$ cat config.mk
export PLATFORM = sky130hd
export DESIGN_NAME = acslip_sample_adjust
export DESIGN_NICKNAME = d
export VERILOG_FILES = /design/src/rtl/acslip_sample_adjust_pkg.sv /design/src/rtl/acslip_sample_adjust_out_reg.sv /design/src/rtl/acslip_sample_adjust.sv
export SDC_FILE = /design/constraint.sdc
export NUM_CORES = 1
export LEC_CHECK = 0
export ABC_CLOCK_PERIOD_IN_PS = 2280
export BUFFER_PORTS_ARGS = -buffer_cell sky130_fd_sc_hd__buf_2
export CORE_ASPECT_RATIO = 1.25
export CORE_UTILIZATION = 25
export DETAILED_ROUTE_END_ITERATION = 8
export GPL_ROUTABILITY_DRIVEN = 0
export HOLD_SLACK_MARGIN = 0.15
export MAX_ROUTING_LAYER = met4
export SLEW_MARGIN = 20
export SYNTH_ARGS = -nofsm -noshare
export SYNTH_HDL_FRONTEND = slang
export SYNTH_SLANG_ARGS = --single-unit
$ cat constraint.sdc
create_clock -name wbs_clk_i -period 2.28 [get_ports wbs_clk_i]
set_clock_uncertainty 0.2 [all_clocks]
set_input_delay 0.228 -clock wbs_clk_i [delete_from_list [all_inputs] [get_ports wbs_clk_i]]
set_output_delay 0.228 -clock wbs_clk_i [all_outputs]
set_load 0.01 [all_outputs]
$ cat src/rtl/acslip_sample_adjust_pkg.sv
// Shared types and helpers for the ACSLIP sample-adjust block and the
// ACSLIP debug counters.
package acslip_sample_adjust_pkg;

    typedef enum logic [2:0] {
        ST_PASS = 3'd0,
        ST_DROP = 3'd1,
        ST_DUP  = 3'd2,
        ST_CLR  = 3'd3,
        ST_HOLD = 3'd4
    } adj_state_e;

    localparam int DEF_SLIP_THRESH    = 2;
    localparam int DEF_HOLDOFF_CYCLES = 8;

    // Statistics counters stick at all-ones instead of wrapping.
    function automatic logic [15:0] sat_inc16(input logic [15:0] value);
        return (value == '1) ? value : value + 16'd1;
    endfunction

endpackage

$ cat src/rtl/acslip_sample_adjust_out_reg.sv
// Single-entry output register with valid/ready handshake; remembers the
// last written word so it can be re-emitted as a duplicate.
module acslip_out_reg
    import acslip_sample_adjust_pkg::*;
#(
    parameter int DATA_WIDTH = 16
) (
    input  logic                  clk,
    input  logic                  rst,
    input  logic                  load_i,
    input  logic                  load_dup_i,
    input  logic [DATA_WIDTH-1:0] data_i,
    input  logic                  m_ready_i,
    output logic [DATA_WIDTH-1:0] m_data_o,
    output logic                  m_valid_o,
    output logic                  free_o
);

    logic [DATA_WIDTH-1:0] data_q, data_d;
    logic [DATA_WIDTH-1:0] last_q, last_d;
    logic                  valid_q, valid_d;

    // A load in the same cycle as a drain simply replaces the drained word.
    always_comb begin
        data_d  = data_q;
        last_d  = last_q;
        valid_d = valid_q;
        if (load_i) begin
            data_d  = data_i;
            last_d  = data_i;
            valid_d = 1'b1;
        end else if (load_dup_i) begin
            data_d  = last_q;
            valid_d = 1'b1;
        end else if (m_ready_i) begin
            valid_d = 1'b0;
        end
    end

    always_ff @(posedge clk or posedge rst) begin
        if (rst) begin
            data_q  <= '0;
            last_q  <= '0;
            valid_q <= 1'b0;
        end else begin
            data_q  <= data_d;
            last_q  <= last_d;
            valid_q <= valid_d;
        end
    end

    assign m_data_o  = data_q;
    assign m_valid_o = valid_q;
    assign free_o    = ~valid_q | m_ready_i;

endmodule

$ cat src/rtl/acslip_sample_adjust.sv
// Keeps the I2S-derived 16 kHz sample stream locked to the reference clock
// by dropping or duplicating a sample when the ACSLIP slip count drifts.
module acslip_sample_adjust
    import acslip_sample_adjust_pkg::*;
#(
    parameter int ACSLIP_REG_WIDTH = 32,
    parameter int DATA_WIDTH       = 16,
    parameter int SLIP_THRESH      = DEF_SLIP_THRESH,
    parameter int HOLDOFF_CYCLES   = DEF_HOLDOFF_CYCLES
) (
    input  logic                        wbs_clk_i,
    input  logic                        wbs_rst_i,
    input  logic                        enable_i,
    input  logic [ACSLIP_REG_WIDTH-1:0] acslip_cnt_i,
    output logic                        acslip_reg_rst_o,
    input  logic [DATA_WIDTH-1:0]       s_data_i,
    input  logic                        s_valid_i,
    output logic                        s_ready_o,
    output logic [DATA_WIDTH-1:0]       m_data_o,
    output logic                        m_valid_o,
    input  logic                        m_ready_i,
    output logic [15:0]                 drop_cnt_o,
    output logic [15:0]                 dup_cnt_o,
    output logic                        adj_irq_o
);

    localparam int HOLD_W = (HOLDOFF_CYCLES > 1) ? $clog2(HOLDOFF_CYCLES) : 1;
    localparam logic [HOLD_W-1:0] HOLD_LOAD = HOLD_W'(HOLDOFF_CYCLES - 1);
    localparam logic signed [ACSLIP_REG_WIDTH-1:0] THR_POS = ACSLIP_REG_WIDTH'(SLIP_THRESH);
    localparam logic signed [ACSLIP_REG_WIDTH-1:0] THR_NEG = -THR_POS;

    adj_state_e                   state_q, state_d;
    logic [HOLD_W-1:0]            hold_q, hold_d;
    logic [15:0]                  drop_cnt_q, drop_cnt_d;
    logic [15:0]                  dup_cnt_q, dup_cnt_d;
    logic signed [ACSLIP_REG_WIDTH-1:0] slip_s;
    logic                         slip_pos, slip_neg;
    logic                         out_free, load, load_dup;

    // Signed compare against the threshold; most-negative count cannot overflow.
    assign slip_s   = acslip_cnt_i;
    assign slip_pos = (slip_s >= THR_POS);
    assign slip_neg = (slip_s <= THR_NEG);

    always_comb begin
        state_d    = state_q;
        hold_d     = hold_q;
        drop_cnt_d = drop_cnt_q;
        dup_cnt_d  = dup_cnt_q;
        s_ready_o  = out_free;
        load       = 1'b0;
        load_dup   = 1'b0;
        if (!enable_i) begin
            state_d = ST_PASS;
            load    = s_valid_i & out_free;
        end else begin
            case (state_q)
                ST_PASS: begin
                    load = s_valid_i & out_free;
                    if (slip_pos) begin
                        state_d = ST_DROP;
                    end else if (slip_neg) begin
                        state_d = ST_DUP;
                    end
                end
                ST_DROP: begin
                    s_ready_o = 1'b1;
                    if (s_valid_i) begin
                        drop_cnt_d = sat_inc16(drop_cnt_q);
                        state_d    = ST_CLR;
                    end
                end
                ST_DUP: begin
                    s_ready_o = 1'b0;
                    if (out_free) begin
                        load_dup  = 1'b1;
                        dup_cnt_d = sat_inc16(dup_cnt_q);
                        state_d   = ST_CLR;
                    end
                end
                ST_CLR: begin
                    load    = s_valid_i & out_free;
                    hold_d  = HOLD_LOAD;
                    state_d = ST_HOLD;
                end
                ST_HOLD: begin
                    load = s_valid_i & out_free;
                    if (hold_q == '0) begin
                        state_d = ST_PASS;
                    end else begin
                        hold_d = hold_q - HOLD_W'(1);
                    end
                end
                default: state_d = ST_PASS;
            endcase
        end
    end

    always_ff @(posedge wbs_clk_i or posedge wbs_rst_i) begin
        if (wbs_rst_i) begin
            state_q    <= ST_PASS;
            hold_q     <= '0;
            drop_cnt_q <= '0;
            dup_cnt_q  <= '0;
        end else begin
            state_q    <= state_d;
            hold_q     <= hold_d;
            drop_cnt_q <= drop_cnt_d;
            dup_cnt_q  <= dup_cnt_d;
        end
    end

    acslip_out_reg #(
        .DATA_WIDTH(DATA_WIDTH)
    ) u_out_reg (
        .clk        (wbs_clk_i),
        .rst        (wbs_rst_i),
        .load_i     (load),
        .load_dup_i (load_dup),
        .data_i     (s_data_i),
        .m_ready_i  (m_ready_i),
        .m_data_o   (m_data_o),
        .m_valid_o  (m_valid_o),
        .free_o     (out_free)
    );

    // CLR lasts exactly one cycle, so a state decode gives a clean pulse.
    assign acslip_reg_rst_o = (state_q == ST_CLR);
    assign adj_irq_o        = (state_q == ST_CLR);
    assign drop_cnt_o       = drop_cnt_q;
    assign dup_cnt_o        = dup_cnt_q;

endmodule
==> out/metrics.cfg <==
[critical_path]
cp-start-kind=register
slowest_delay_ns=0.42
required_ns=2.30
slowest_stage=dfrtp_1
critPathTopFamily=simple AND/OR/NAND/NOR gates
critical_path_arrival_ns=2.15
end_kind=register
crit_chain=ha_1, and3_1, and4_4, a2111oi_4, nand4_1, xnor2_1
path_buf_inv=0
crit_start=dup_cnt_o[1]
reg2reg_from=dup_cnt_o[1]
cp_max_fo=5
worstSetupPathType=reg -> reg

[global_routing]
grt_max_degree=40
grt_first_pass_wirelength_um=12660
overflow=0
antenna_found_initial=0
grt_pass1_vias=2695
track_usage=0.1191

[floorplan]
placementRows=46
die_x_um=105.4
die_height_um=131.2
num_io_pins=105
initial_utilization=0.2601
dieArea_mm2=0.01382
core_mm2=0.01283

[timing]
tightest_slew_ns=0.5612
timing.fmax_mhz=469.8
maxSlewViolCount=0
fin_crit_ns=2.128
max_slew_margin=0.6253
rsz0062_at_grt=false
holdWs_ns=0.2218
setup_viol=0
hold_violations=0
min_period_over_period=0.9335
tns_ns=0

[routing]
initialDrtViolationCount=113
postRouteAntennaNets=0
routedWlPerCell_um=13.14
drt_pass1_iterations=4
via_per_inst=4.602
vias=2669
drc=0
wl_um=7619

[place]
placed_area_mm2=0.004114
dp_hpwl_um=5526
port-buffer-count=104
dp_cells=540

[clock_network]
insertion_delay_ns=0.33
cts_tree=built
root_buffer=clkbuf_16
clk_path_buf_depth=2
cts_buffers=9
cts_htree_levels=3
path_clk_slew_ns=0.06
clock_sinks=71

[synthesis]
synth-edff-count=0
postSynthAreaPerCell_um2=12.50
synthFlopType=dfrtp_1
synth.top_cells.by_area=dfrtp_1, mux2_2, xnor2_1
yosysWarnings=0
synthCells=267
synthDistinctLibCells=46
synth-seq-area-share=0.5322
netlist.area_leader.share=0.5322
yosysMostFrequentCell=dfrtp_1
async_reset_ff_frac=1.000
synthTopCellsByCount=dfrtp_1, mux2_2, xnor2_1
synth_top_area_cell=dfrtp_1
ys_ff_latch=71
netlist_area_mm2=0.003338
synth_nets=324

[final_layout]
area_delta_synth_final_pct=39.58
fin_area_mm2=0.004659
nNetsFinal=464
antenna_cells=0
nFillCells=1262
fin_util=0.3630
drive_above_1_share=0.4320
fin_cells=580

[power]
powerDensity_mw_per_mm2=899.9
p_leak_nw=2.203
irDropWorstVdd_mv=0.3597

[hold_path]
hp-class=in -> reg
hp-start=m_ready_i

[run_status]
status=finished clean

[run]
max_cap_violations=0

-- stage by stage --
step	worst slack (ns)	total power, mW
after floorplan	0.05543	2.372
after global placement	0.1566	2.764
after detailed placement	0.1224	2.812
after CTS	0.08514	4.260
after global routing	0.01373	4.438
final	0.1515	4.193
-- routing by layer --
metal | part of all wire | vias up | GRT usage
li1 | - | 1259 | -
met1 | 0.41 | 1312 | 0.1294
met2 | 0.52 | 81 | 0.2021
met3 | 0.047 | 17 | 0.03274
met5 | 0 | - | -
met4 | 0.020 | 0 | 0.05164
-- cell families (layout without fill, tap and decap cells) --
group,after synthesis,after routing,share of synthesized area
muxes,35,35,0.1301
DFF,71,71,0.5322
xor gates and xnor gates,27,27,0.07084
and+or+nand+nor,90,90,0.1578
buffers and inverters,11,156,0.02024
adders and majority gates,4,4,0.01499
AOI/OAI and AO/OA,29,29,0.07384
-- tightest hold or removal path, cell delays in order --
cell     delay (ns)
buf_2          0.09
nor2b_1        0.10
o21ai_0        0.14
and3_1         0.15
-- final timing paths --
check	to	cells past startpoint	slack, ns
worst max-delay path	dup_cnt_o[15]	6	0.15
worst min-delay path	state_q[0]	4	0.22
worst max register to register	dup_cnt_o[15]	6	0.15
worst min register to register	drop_cnt_o[6]	1	0.28
max in group asynchronous	drop_cnt_o[7]	4	0.96
min in group asynchronous	u_out_reg.m_data_o[10]	3	0.31
-- where the power goes --
part           internal, mW  switching (mW)  leakage [nW]
clock network         0.871           0.509         0.146
logic                 0.573           0.485          1.16
registers              1.57           0.182         0.892
total                  3.02            1.18          2.20
-- cell type report --
class / instances / area (um^2) / area share
clock inverter: 4 / 45.04 / 0.009667
sequential: 71 / 1777 / 0.3813
clock buffer: 12 / 246.5 / 0.05290
inverter: 4 / 15.01 / 0.003222
tap: 168 / 210.2 / 0.04511
multi-input combinational: 185 / 1513 / 0.3247
timing repair buffer: 136 / 853.3 / 0.1831
-- layout by cell type (no fill, tap or decap), types with 4 or more instances in the layout --
cell type        n
o21ai_0          5
buf_4            7
mux2_2          23
dlygate4sd3_1   22
mux2_4          11
nand4_1         17
ha_1             4
nand2_1         15
and4_1           5
a21oi_1          7
xor2_1           7
nor2_1           8
xnor2_1         20
nand3_1         12
nor4_1           7
buf_2          104
dfrtp_1         71
clkbuf_16        9
and3_1           8
-- timing repair --
action                                  in CTS  in global routing
hold endpoints to repair                    60                  0
resized for setup                            0                  5
setup buffers                                0                  2
hold buffers                                22                  0
endpoints found under the setup margin       0                  8
-- registers in the layout, indices dropped and copies added, names as in the netlist --
name	cells
u_out_reg.m_data_o	16
hold_q	3
u_out_reg.last_q	16
dup_cnt_o	16
state_q	3
drop_cnt_o	16
u_out_reg.m_valid_o	1
(Power assumes the default switching activity.)
